$ cat config.mk
export PLATFORM = sky130hd
export DESIGN_NAME = inst_fetch_buffer
export DESIGN_NICKNAME = d
export VERILOG_FILES = /design/src/rtl/mycpu_pkg.sv /design/src/rtl/fetch_fifo.sv /design/src/rtl/inst_fetch_buffer.sv
export SDC_FILE = /design/constraint.sdc
export NUM_CORES = 1
export LEC_CHECK = 0
export CORE_MARGIN = 4
export CORE_UTILIZATION = 50
export CTS_BUF_LIST = sky130_fd_sc_hd__clkbuf_2 sky130_fd_sc_hd__clkbuf_4 sky130_fd_sc_hd__clkbuf_8
export CTS_CLUSTER_SIZE = 24
export DETAILED_ROUTE_END_ITERATION = 8
export GPL_TIMING_DRIVEN = 0
export PLACE_DENSITY_LB_ADDON = 0.15
export SETUP_SLACK_MARGIN = 0.4
export SLEW_MARGIN = 25
export SYNTH_ARGS = -nofsm -noshare
export SYNTH_HDL_FRONTEND = slang
export SYNTH_HIERARCHICAL = 1
export SYNTH_SLANG_ARGS = --single-unit
$ cat constraint.sdc
create_clock -name clk -period 10.95 [get_ports clk]
set_input_delay 1.6425 -clock clk [delete_from_list [all_inputs] [get_ports clk]]
set_output_delay 1.6425 -clock clk [all_outputs]
set_load 0.01 [all_outputs]
$ cat src/rtl/mycpu_pkg.sv
// rtl/mycpu_pkg.sv - shared fetch types and constants for the instruction prefetch path
package mycpu_pkg;

   typedef enum logic [1:0] {
      ST_IDLE  = 2'd0,
      ST_REQ   = 2'd1,
      ST_RECV  = 2'd2,
      ST_DRAIN = 2'd3
   } fetch_state_e;

   localparam logic [31:0] DEFAULT_RESET_PC = 32'hbfc0_0000;
   localparam int          BURST_LEN        = 4;

   typedef struct packed {
      logic [31:0] pc;
      logic [31:0] inst;
   } fetch_entry_t;

endpackage

$ cat src/rtl/fetch_fifo.sv
// rtl/fetch_fifo.sv - synchronous FIFO with flush; head entry read straight from storage
module fetch_fifo #(
   parameter int WIDTH = 64,
   parameter int DEPTH = 8
) (
   input  logic                     clk,
   input  logic                     resetn,
   input  logic                     push,
   input  logic [WIDTH-1:0]         push_data,
   input  logic                     pop,
   input  logic                     flush,
   output logic [$clog2(DEPTH):0]   count,
   output logic [WIDTH-1:0]         head_data
);

   localparam int AW = $clog2(DEPTH);

   logic [AW-1:0]    wr_ptr_q, wr_ptr_d;
   logic [AW-1:0]    rd_ptr_q, rd_ptr_d;
   logic [AW:0]      count_q, count_d;
   logic [WIDTH-1:0] mem_q [DEPTH];

   always_comb begin
      wr_ptr_d = wr_ptr_q;
      rd_ptr_d = rd_ptr_q;
      count_d  = count_q;
      if (flush) begin
         wr_ptr_d = '0;
         rd_ptr_d = '0;
         count_d  = '0;
      end else begin
         if (push) wr_ptr_d = wr_ptr_q + 1'b1;
         if (pop)  rd_ptr_d = rd_ptr_q + 1'b1;
         case ({push, pop})
            2'b10:   count_d = count_q + 1'b1;
            2'b01:   count_d = count_q - 1'b1;
            default: count_d = count_q;
         endcase
      end
   end

   always_ff @(posedge clk) begin
      if (!resetn) begin
         wr_ptr_q <= '0;
         rd_ptr_q <= '0;
         count_q  <= '0;
      end else begin
         wr_ptr_q <= wr_ptr_d;
         rd_ptr_q <= rd_ptr_d;
         count_q  <= count_d;
      end
   end

   // Storage needs no reset: entries are only observed while count is non-zero.
   always_ff @(posedge clk) begin
      if (push && !flush) mem_q[wr_ptr_q] <= push_data;
   end

   assign count     = count_q;
   assign head_data = mem_q[rd_ptr_q];

endmodule

$ cat src/rtl/inst_fetch_buffer.sv
// rtl/inst_fetch_buffer.sv - burst prefetcher with PC tagging, credit check and redirect flush
module inst_fetch_buffer
   import mycpu_pkg::*;
#(
   parameter int          DEPTH       = 8,
   parameter int          BURST_BEATS = BURST_LEN,
   parameter logic [31:0] RESET_PC    = DEFAULT_RESET_PC
) (
   input  logic        clk,
   input  logic        resetn,
   input  logic        redirect_valid,
   input  logic [31:0] redirect_pc,
   output logic        out_valid,
   input  logic        out_ready,
   output logic [31:0] out_pc,
   output logic [31:0] out_inst,
   output logic        inst_sram_req,
   output logic [2:0]  inst_sram_size,
   output logic [31:0] inst_sram_addr,
   input  logic        inst_sram_rdy,
   input  logic        inst_sram_valid,
   input  logic        inst_sram_last,
   input  logic [31:0] inst_sram_rdata
);

   localparam int          CW          = $clog2(DEPTH) + 1;
   localparam logic [CW-1:0] DEPTH_C   = CW'(DEPTH);
   localparam logic [CW-1:0] BURST_C   = CW'(BURST_BEATS);
   localparam logic [31:0] BURST_BYTES = 32'(4 * BURST_BEATS);

   fetch_state_e state_q, state_d;
   logic [31:0]  fetch_pc_q, fetch_pc_d;
   logic [31:0]  recv_pc_q, recv_pc_d;
   logic         discard_q, discard_d;
   logic         req_q, req_d;
   logic [31:0]  addr_q, addr_d;

   logic         push, pop;
   logic [CW-1:0] count;
   fetch_entry_t push_entry, head_entry;

   assign push_entry = '{pc: recv_pc_q, inst: inst_sram_rdata};
   assign out_valid  = (count != '0);
   assign pop        = out_valid && out_ready;

   always_comb begin
      state_d    = state_q;
      fetch_pc_d = fetch_pc_q;
      recv_pc_d  = recv_pc_q;
      discard_d  = discard_q;
      push       = 1'b0;
      case (state_q)
         ST_IDLE: begin
            // Credit: only ask for a burst that is guaranteed room for every beat.
            if (!redirect_valid && (DEPTH_C - count) >= BURST_C) state_d = ST_REQ;
         end
         ST_REQ: begin
            if (inst_sram_rdy) begin
               if (discard_q || redirect_valid) begin
                  state_d   = ST_DRAIN;
                  discard_d = 1'b0;
               end else begin
                  state_d    = ST_RECV;
                  recv_pc_d  = fetch_pc_q;
                  fetch_pc_d = fetch_pc_q + BURST_BYTES;
               end
            end else if (redirect_valid) begin
               discard_d = 1'b1;
            end
         end
         ST_RECV: begin
            if (redirect_valid) begin
               state_d = (inst_sram_valid && inst_sram_last) ? ST_IDLE : ST_DRAIN;
            end else if (inst_sram_valid) begin
               push      = 1'b1;
               recv_pc_d = recv_pc_q + 32'd4;
               if (inst_sram_last) state_d = ST_IDLE;
            end
         end
         ST_DRAIN: begin
            if (inst_sram_valid && inst_sram_last) state_d = ST_IDLE;
         end
         default: state_d = ST_IDLE;
      endcase
      if (redirect_valid) fetch_pc_d = redirect_pc & ~32'd3;
   end

   // Request is held with its original address until accepted, even across a redirect.
   always_comb begin
      req_d  = (state_d == ST_REQ);
      addr_d = addr_q;
      if (state_q != ST_REQ && state_d == ST_REQ) addr_d = fetch_pc_q;
   end

   always_ff @(posedge clk) begin
      if (!resetn) begin
         state_q    <= ST_IDLE;
         fetch_pc_q <= RESET_PC;
         recv_pc_q  <= '0;
         discard_q  <= 1'b0;
         req_q      <= 1'b0;
         addr_q     <= '0;
      end else begin
         state_q    <= state_d;
         fetch_pc_q <= fetch_pc_d;
         recv_pc_q  <= recv_pc_d;
         discard_q  <= discard_d;
         req_q      <= req_d;
         addr_q     <= addr_d;
      end
   end

   fetch_fifo #(
      .WIDTH ($bits(fetch_entry_t)),
      .DEPTH (DEPTH)
   ) u_fetch_fifo (
      .clk       (clk),
      .resetn    (resetn),
      .push      (push),
      .push_data (push_entry),
      .pop       (pop),
      .flush     (redirect_valid),
      .count     (count),
      .head_data (head_entry)
   );

   assign out_pc         = out_valid ? head_entry.pc   : '0;
   assign out_inst       = out_valid ? head_entry.inst : '0;
   assign inst_sram_req  = req_q;
   assign inst_sram_addr = addr_q;
   assign inst_sram_size = 3'(BURST_BEATS - 1);

endmodule

==> out/results.tsv, run 1 <==
metric	value	unit
viasPerCell	5.69	
dp_hpwl	38.7	mm
syn_to_final_growth	21.4	%
synthFlopType	edfxtp_1	
synth.yosys.seq_area_share	69.6	%
io_buffers	164	
hp-class	reg2reg	
antenna_found_initial	2	
coreArea	49400	sq um
gp_congestion	0.922	
post-place-ws	4.45	ns
drv_slew	0	
cts.sink_count	619	
die-area	54000	sq um
fmax	0.171	GHz
rows	81	
use_met1	30.8	%
synth-edff-count	512	
track_usage	22.2	%
clkTransAtPathRegs	0.06	ns
yosysTopAreaCellShare	61.1	%
fin_nets	1925	
start_kind	input port	
critPathKind	in2reg	
clk_latency	0.70	ns
first_global_vias	15400	
layout_min_cycle_time	5.83	ns
skew	0.0557	ns
cts_made_buffers	101	
die_h	232	um
ys_types	68	
grt_max_degree	20	
status	finished, final reports clean	
crit_fanout	10	
avgSynthCellArea	16.7	sq um
fin_crit_sh	53.3	%
grt_pass1_wl	91.1	mm
met3_usage	4.60	%
timing.slew.headroom	37.3	%
fillCellCount	3677	
clk_path_buf_depth	3	
yosysWarningCount	6	
overflow	0	
first_iter_violations	1207	
post_cts_resized	0	
netlist_area	25200	sq um
ant_nets	0	
start_util	51.0	%
vdd_ir_drop_max	78.5	uV
vias	14700	
worstPathRequired	11.31	ns
postSynthCellCount	1509	
hold_viol_final	0	
ioPinCount	172	
avgRoutedWirePerCell	22.8	um
cts_setup_buffers	0	
clock-root-buffer	clkbuf_8	
setup_ws	5.12	ns
holdBufCountCts	0	
grt.busiest_layer	met2	
worstPathArrival	6.19	ns
power_density	158	nW/um^2
cellLeakagePower	9.89	nW
cts_tree	done	
finalSetupViolCount	0	
use_met2	35.4	%
maxCapViolations	0	
wl	59.2	mm
worst_pin_slew	0.941	ns
ys_top_cells_by_count	edfxtp_1, mux4_2, dfxtp_1, nor2_1, nor2b_1	
drc	0	
ys_ff_latch	619	
async_flop_share	0	%
rsz0062_at_grt	false	
hold_ws	0.467	ns
ys_top_cells_by_area	edfxtp_1, mux4_2, dfxtp_1, mux2_2, nor2b_1	
synth_most_common_cell	edfxtp_1	
yosysTopAreaCell	edfxtp_1	
cts.htree.levels	3	
final_layout_size_suffix_gt1_share	23.6	%
fp.dieW	232	um
drtPass1Iterations	5	
crit_path_end_kind	flop	
stage by stage:
stage	total power [W]	utilization (%)	setup TNS (ns)	area, sq um	std cells
after CTS	0.00488	61.9	0	30600	2589
after floorplan	0.00274	-	0	25300	1528
final	0.00484	61.9	0	30600	2591
after detailed placement	0.00283	57.8	0	28500	2408
after global routing	0.00502	61.9	0	30600	2591
after global placement	0.00283	56.2	-800.15	27700	2356
final timing paths:
path,cells past startpoint,slack [ns],startpoint,to
min,2,0.47,inst_sram_addr[24]$_SDFFE_PN0P_,inst_sram_addr[24]$_SDFFE_PN0P_
max reg2reg,13,6.14,state_q[0]$_SDFF_PN0_,u_fetch_fifo/mem_q[4][11]$_DFFE_PP_
max,13,5.12,redirect_valid,u_fetch_fifo/mem_q[4][11]$_DFFE_PP_
min reg2reg,2,0.47,inst_sram_addr[24]$_SDFFE_PN0P_,inst_sram_addr[24]$_SDFFE_PN0P_
per-layer routing:
layer | up-vias | share of wire (%)
met3 | 115 | 6.7
met1 | 7405 | 43
met5 | - | 0
met4 | 0 | 2.4
met2 | 590 | 48
li1 | 6629 | -
critical path: stages:
cell,delay [ns]
clkdlybuf4s50_1,0.60
clkbuf_1,0.30
a21o_1,0.29
clkbuf_1,0.28
clkbuf_1,0.33
nor2_1,0.49
nand2_1,0.34
nor4_2,0.70
buf_2,0.35
buf_2,0.19
buf_2,0.21
buf_2,0.23
buf_2,0.23
area by class of cell:
class / instances / area, sq um / share of cell area [%]
Buffer: 94 / 475 / 1.56
Sequential cell: 619 / 17500 / 57.3
Timing Repair Buffer: 216 / 2370 / 7.74
Tap cell: 664 / 831 / 2.72
Clock buffer: 138 / 1670 / 5.48
Clock inverter: 43 / 387 / 1.26
Multi-Input combinational cell: 803 / 7270 / 23.8
Inverter: 12 / 45.0 / 0.147
Antenna cell: 2 / 5.00 / 0.0164
power by group:
group	internal, W	total (W)	switching [W]
combinational	0.0000747	0.000167	0.0000924
clock	0.00115	0.00205	0.000894
sequential	0.00257	0.00262	0.0000456
layout by cell type (no fill, tap or decap), types with 12 or more instances in the layout:
| cell type | n |
|---|---|
| conb_1 | 21 |
| clkbuf_8 | 102 |
| dfxtp_1 | 107 |
| mux4_2 | 128 |
| nor2_1 | 83 |
| and3_1 | 13 |
| buf_1 | 16 |
| clkbuf_1 | 51 |
| nor2b_1 | 69 |
| nor4_1 | 13 |
| a21oi_1 | 53 |
| buf_2 | 32 |
| o21ai_0 | 46 |
| nand4_1 | 26 |
| edfxtp_1 | 512 |
| inv_1 | 12 |
| mux2_2 | 64 |
| clkdlybuf4s50_1 | 164 |
| clkbuf_4 | 36 |
| xnor2_1 | 13 |
| mux2i_1 | 29 |
| buf_16 | 16 |
| nand2_1 | 63 |
| nand3_1 | 35 |
| xor2_1 | 15 |
| clkinv_1 | 21 |
| buf_4 | 14 |
registers in the layout, summed over array words and instances, names as in the netlist, named ones only:
| name | flops |
|---|---|
| u_fetch_fifo/mem_q | 512 |
| fetch_pc_q | 30 |
| inst_sram_addr | 30 |
| recv_pc_q | 30 |
| u_fetch_fifo/count | 4 |
| u_fetch_fifo/rd_ptr_q | 3 |
| u_fetch_fifo/wr_ptr_q | 3 |
| state_q | 2 |
| discard_q | 1 |
| inst_sram_req | 1 |
logic make-up (layout without fill, tap and decap cells):
kind of cell / Yosys count / count (layout) / share of synthesized area, %
AO/OA/AOI/OAI: 160 / 160 / 3.89
XOR/XNOR: 28 / 28 / 0.974
adder cells (fa/ha/maj): 7 / 7 / 0.348
buffers and inverters: 106 / 503 / 2.07
flip-flops: 619 / 619 / 69.6
multiplexers: 221 / 221 / 15.5
other: 2 / 23 / 0.0298
AND/OR/NAND/NOR: 366 / 366 / 7.66
(Power assumes the default switching activity.)
==> run 2: changes to the inputs <==
clock period = 5.45 ns   (was 10.95 ns; I/O delays follow)
==> out/results.tsv, run 2 (synthesized netlist as in run 1, its figures left out) <==
metric	value	unit	change
status	finished, final reports clean		
crit_family	buffers and inverters		
drv_slew	0		unchanged
avgRoutedWirePerCell	22.8	um	-0.39%
viasPerCell	5.67		-0.25%
worstPathArrival	3.84	ns	-2.35 ns
num_antenna_cells	0		-2
worst_pin_slew	1.01	ns	+0.0681 ns
die_h	232	um	unchanged
fin_util	61.9	%	-0.089 points
cts_setup_buffers	0		unchanged
clk_path_buf_depth	3		unchanged
crit_fanout	10		unchanged
holdCritStartpoint	inst_sram_addr[2]$_SDFFE_PN0P_		
antenna_found_initial	0		-2
setup_ws	0.791	ns	-4.33 ns
dp_cells	2394		-0.58%
start_kind	flop		
maxCapViolations	0		unchanged
final_cell_area	30500	sq um	-0.14%
grt_max_degree	20		unchanged
track_usage	22.1	%	-0.071 points
hold_viol_final	0		unchanged
dp_hpwl	38.7	mm	+0.14%
first_iter_violations	1112		-7.9%
cellLeakagePower	9.81	nW	-0.78%
clk_latency	0.68	ns	-0.02 ns
fp.dieW	232	um	unchanged
io_buffers	164		unchanged
post_cts_resized	0		unchanged
syn_to_final_growth	21.2	%	
die-area	54000	sq um	unchanged
skew	0.0340	ns	-0.0217 ns
fmax	0.215	GHz	
cpPeakStageDelay	0.81	ns	+0.11 ns
ioPinCount	172		unchanged
cts.htree.levels	3		unchanged
start_util	51.0	%	unchanged
worstPathRequired	4.63	ns	-6.68 ns
rsz0062_at_grt	false		
setup_tns	0	ns	unchanged
placed_area	28500	sq um	-0.14%
coreArea	49400	sq um	unchanged
gp_congestion	0.924		+0.22%
grt_pass1_wl	90.9	mm	-0.30%
worst-path-buf-inv	3		-6
hp-class	reg2reg		
clock-root-buffer	clkbuf_8		
finalSetupViolCount	0		unchanged
timing.slew.headroom	32.7	%	-4.5 points
crit_path_end_kind	primary output		
first_global_vias	15500		+0.49%
final_layout_size_suffix_gt1_share	23.0	%	-0.67 points
rows	81		unchanged
cts_made_buffers	103		+2.0%
critPathKind	reg2out		
fin_crit_sh	85.5	%	
cts.sink_count	619		unchanged
vias	14700		-0.52%
post-place-ws	0.266	ns	-4.19 ns
wl	58.8	mm	-0.66%
layout_common_cells	edfxtp_1, clkdlybuf4s50_1, mux4_2		
critPathLaunch	u_fetch_fifo/count[2]$_SDFFE_PP0P_		
largest-register	u_fetch_fifo/mem_q		
reg2reg_from	state_q[0]$_SDFF_PN0_		
largest_reg_flops	512		unchanged
drtPass1Iterations	5		unchanged
slowest_stage	clkbuf_1		
cts_tree	done		
crit_top_cell	clkbuf_1		
power_density	316	nW/um^2	+100%
final_common_cell	edfxtp_1		
vdd_ir_drop_max	206	uV	+160%
multiInputGateArea	7290	sq um	+0.24%
seqCellArea	17500	sq um	unchanged
clkTransAtPathRegs	0.06	ns	about the same
holdBufCountCts	0		unchanged
stdcell_count	2584		-0.27%
overflow	0		unchanged
layout_min_cycle_time	4.66	ns	
fillCellCount	3690		+0.35%
crit_chain	nor4_1, clkbuf_1, clkbuf_1, nor2b_1, clkdlybuf4s50_1		
drc	0		unchanged
fin_nets	1913		-0.62%
ant_nets	0		unchanged
## run 2: cell types whose count changed in the layout (fill, tap and decap cells not counted), moves of 3 or more
cell      previous run  this run
clkinv_2             8        13
clkbuf_8           102       105
buf_4               14        20
buf_6               11        16
clkinv_1            21        30
buf_2               32         8
clkbuf_4            36        30
## run 2: worst paths after layout
| check | to | slack, ns | depth (start not counted) |
|---|---|---|---|
| setup reg to reg | u_fetch_fifo/mem_q[4][58]$_DFFE_PP_ | 1.13 | 12 |
| hold reg to reg | inst_sram_addr[2]$_SDFFE_PN0P_ | 0.46 | 2 |
| hold / removal | inst_sram_addr[2]$_SDFFE_PN0P_ | 0.46 | 2 |
| setup / recovery | out_pc[18] | 0.79 | 5 |
## run 2: routing by layer
layer	part of all wire (%)	track usage, %
met3	6.6	3.86
met2	48	35.7
met4	2.1	6.59
met1	43	31.3
met5	0	0
## run 2: where the power goes
part	total, W	leakage, nW	switching [W]	internal (W)
logic	0.000336	3.14	0.000186	0.000150
registers	0.00527	5.59	0.0000924	0.00517
clock network	0.00406	1.08	0.00181	0.00224
## run 2: per-stage QoR
stage	hold slack (ns)	power [W]
detailed placement	0.462	0.00569
global placement	0.456	0.00568
CTS	0.474	0.00976
finish	0.465	0.00966
global route	0.497	0.0100
floorplan	0.459	0.00550
## run 2: area by class of cell
class / instances / area share (%)
Clock inverter: 55 / 1.29
Inverter: 12 / 0.148
Tap cell: 664 / 2.72
Multi-Input combinational cell: 803 / 23.9
Buffer: 94 / 1.56
Sequential cell: 619 / 57.4
Clock buffer: 135 / 5.47
Timing Repair Buffer: 202 / 7.56
## run 2: worst min-delay path, cell delays in order, from the launching register on
cell	delay, ns
dfxtp_1	0.31
nand2_1	0.05
o21ai_0	0.06
==> run 3: changes to the inputs <==
ABC_AREA = 1   (was not set)
==> out/results.tsv, run 3 <==
metric	value	unit	change
worstPathArrival	3.62	ns	-0.22 ns
coreArea	52600	sq um	+6.5%
crit_fanout	10		unchanged
stdcell_count	3637		+41%
ant_nets	0		unchanged
avgSynthCellArea	10.4	sq um	-38%
drc	0		unchanged
power_density	309	nW/um^2	-2.4%
synth-edff-count	512		unchanged
layout_common_cells	edfxtp_1, nand2_1, nor2_1		
cts_tree	done		
cts_setup_buffers	0		unchanged
start_util	50.5	%	-0.48 points
swShare	22.5	%	+0.79 points
crit_path_end_kind	primary output		
first_global_vias	19500		+26%
worst_pin_slew	0.962	ns	-0.0471 ns
die_h	238	um	+2.6%
status	finished, final reports clean		
worstPathRequired	4.63	ns	about the same
fin_crit_sh	81.3	%	-4.1 points
vdd_ir_drop_max	163	uV	-21%
clock-root-buffer	clkbuf_8		
synth_most_common_cell	edfxtp_1		
rsz0062_at_grt	false		
dp_cells	3447		+44%
synth.yosys.seq_area_share	66.0	%	-3.6 points
hold_ws	0.445	ns	-0.0200 ns
track_usage	24.8	%	+2.6 points
largest_reg_flops	512		unchanged
synthFlopType	edfxtp_1		
cts_made_buffers	100		-2.9%
grt_pass1_wl	109	mm	+20%
cpPeakStageDelay	0.60	ns	-0.21 ns
final_layout_size_suffix_gt1_share	9.84	%	-13 points
finalSetupViolCount	0		unchanged
timing.slew.headroom	35.9	%	+3.1 points
antenna_found_initial	1		+1
async_flop_share	0	%	unchanged
ys_top_cells_by_count	edfxtp_1, nand2_1, nor2_1, o21ai_0, inv_1		
crit_top_cell	buf_2		
avgRoutedWirePerCell	19.6	um	-14%
drtPass1Iterations	5		unchanged
ys_ff_latch	619		unchanged
hp-class	reg2reg		
gp_congestion	0.875		-5.3%
maxCapViolations	0		unchanged
layout_min_cycle_time	4.43	ns	-0.226 ns
hold_viol_final	0		unchanged
netlist_area	26600	sq um	+5.5%
critPathKind	reg2out		
largest-register	u_fetch_fifo/mem_q		
pwr-share-seq	53.3	%	-1.2 points
io_buffers	164		unchanged
cts.htree.levels	3		unchanged
postSynthCellCount	2549		+69%
clk_path_buf_depth	3		unchanged
clk_latency	0.69	ns	about the same
vias	19700		+34%
fp.dieW	238	um	+2.6%
fin_nets	2939		+54%
wl	71.3	mm	+21%
skew	0.0302	ns	-0.00379 ns
post_cts_resized	0		unchanged
overflow	0		unchanged
p_int	0.00764	W	+1.0%
slowest_stage	clkdlybuf4s50_1		
final_common_cell	edfxtp_1		
setup_tns	0	ns	unchanged
start_kind	flop		
viasPerCell	5.42		-4.5%
ys_types	45		-34%
crit_chain	inv_2, buf_2, buf_2, buf_2, nor2_1, o22ai_1, nand2_1, nand2_1, inv_1, nor2_1, clkdlybuf4s50_1		
first_iter_violations	1767		+59%
syn_to_final_growth	20.3	%	
netSwitchingPower	0.00221	W	+5.8%
cts.sink_count	619		unchanged
rows	84		+3.7%
dp_hpwl	48.6	mm	+26%
ioPinCount	172		unchanged
yosysWarningCount	6		unchanged
comb_power_share	5.6	%	+2.1 points
yosysTopAreaCellShare	57.9	%	-3.2 points
die-area	56900	sq um	+5.3%
grt_max_degree	23		+15%
holdBufCountCts	0		unchanged
clockPowerShare	41.1	%	-0.9 points
yosysTopAreaCell	edfxtp_1		
cellLeakagePower	11.0	nW	+12%
ys_top_cells_by_area	edfxtp_1, dfxtp_1, nand2_1, nor2_1, o21ai_0		
clkTransAtPathRegs	0.06	ns	about the same
drv_slew	0		unchanged
fmax	0.226	GHz	+5.1%
-- run 3: cell types whose count changed after synthesis, sizes merged, moves of 22 or more --
cell	before	now
nand2	63	458
nor2	89	454
o21ai	46	327
inv	12	178
mux4	128	0
nor2b	69	0
mux2	64	0
o22ai	4	67
a21oi	53	105
mux2i	29	64
nand3	35	65
buf	43	67
clkbuf	51	73
-- run 3: final cells by class --
class | instances | area (sq um)
multi-input combinational | 1630 | 7760
timing repair buffer | 191 | 2320
clock inverter | 40 | 241
tap | 688 | 861
buffer | 140 | 738
inverter | 179 | 672
clock buffer | 149 | 1830
fill | 4375 | 20600
sequential | 619 | 17500
antenna | 1 | 2.50
-- run 3: layer usage --
metal	wire [um]	GRT usage, %
met1	28700	31.6
met2	35700	42.7
met3	4910	4.43
met4	1960	8.83
met5	0	0
-- run 3: cells by family after synthesis --
family | synth area share (%)
mux | 2.41
other cells | 0.0283
compound gates | 10.6
simple gates | 14.8
fa+ha+maj | 0.330
flops | 66.0
xor+xnor | 0.561
buf+inv | 5.31
-- run 3: worst max-delay path, delay by kind of cell (launching register included) --
kind / cells / cell delay, ns
buffers and inverters: 6 / 1.81
and+or+nand+nor: 4 / 0.48
DFF: 1 / 0.45
AOI/OAI and AO/OA: 1 / 0.19
-- run 3: worst paths after layout --
path | startpoint | end | slack, ns | cells after the start
worst min register to register | inst_sram_addr[26]$_SDFFE_PN0P_ | inst_sram_addr[26]$_SDFFE_PN0P_ | 0.44 | 2
worst max register to register | state_q[1]$_SDFF_PN0_ | u_fetch_fifo/mem_q[7][56]$_DFFE_PP_ | 2.50 | 9
worst max-delay path | flop | out_pc[17] | 1.02 | 11
worst min-delay path | inst_sram_addr[26]$_SDFFE_PN0P_ | inst_sram_addr[26]$_SDFFE_PN0P_ | 0.44 | 2
-- run 3: power by group through the flow --
stage	registers, W	logic [W]	clock network (W)
global placement	0.00535	0.000539	0
floorplan	0.00534	0.000272	0
finish	0.00526	0.000551	0.00405
detailed placement	0.00535	0.000549	0
CTS	0.00526	0.000553	0.00412
global route	0.00526	0.000608	0.00438
-- run 3: stage by stage --
stage / cell area (sq um) / power (W) / setup WS (ns) / utilization [%]
detailed placement: 29900 / 0.00590 / 1.49 / 56.8
finish: 31900 / 0.00986 / 1.02 / 60.8
CTS: 31900 / 0.00993 / 0.930 / 60.8
global route: 31900 / 0.0102 / 0.827 / 60.8
floorplan: 26600 / 0.00561 / 0.816 / -
global placement: 29100 / 0.00589 / -2.56 / 55.4
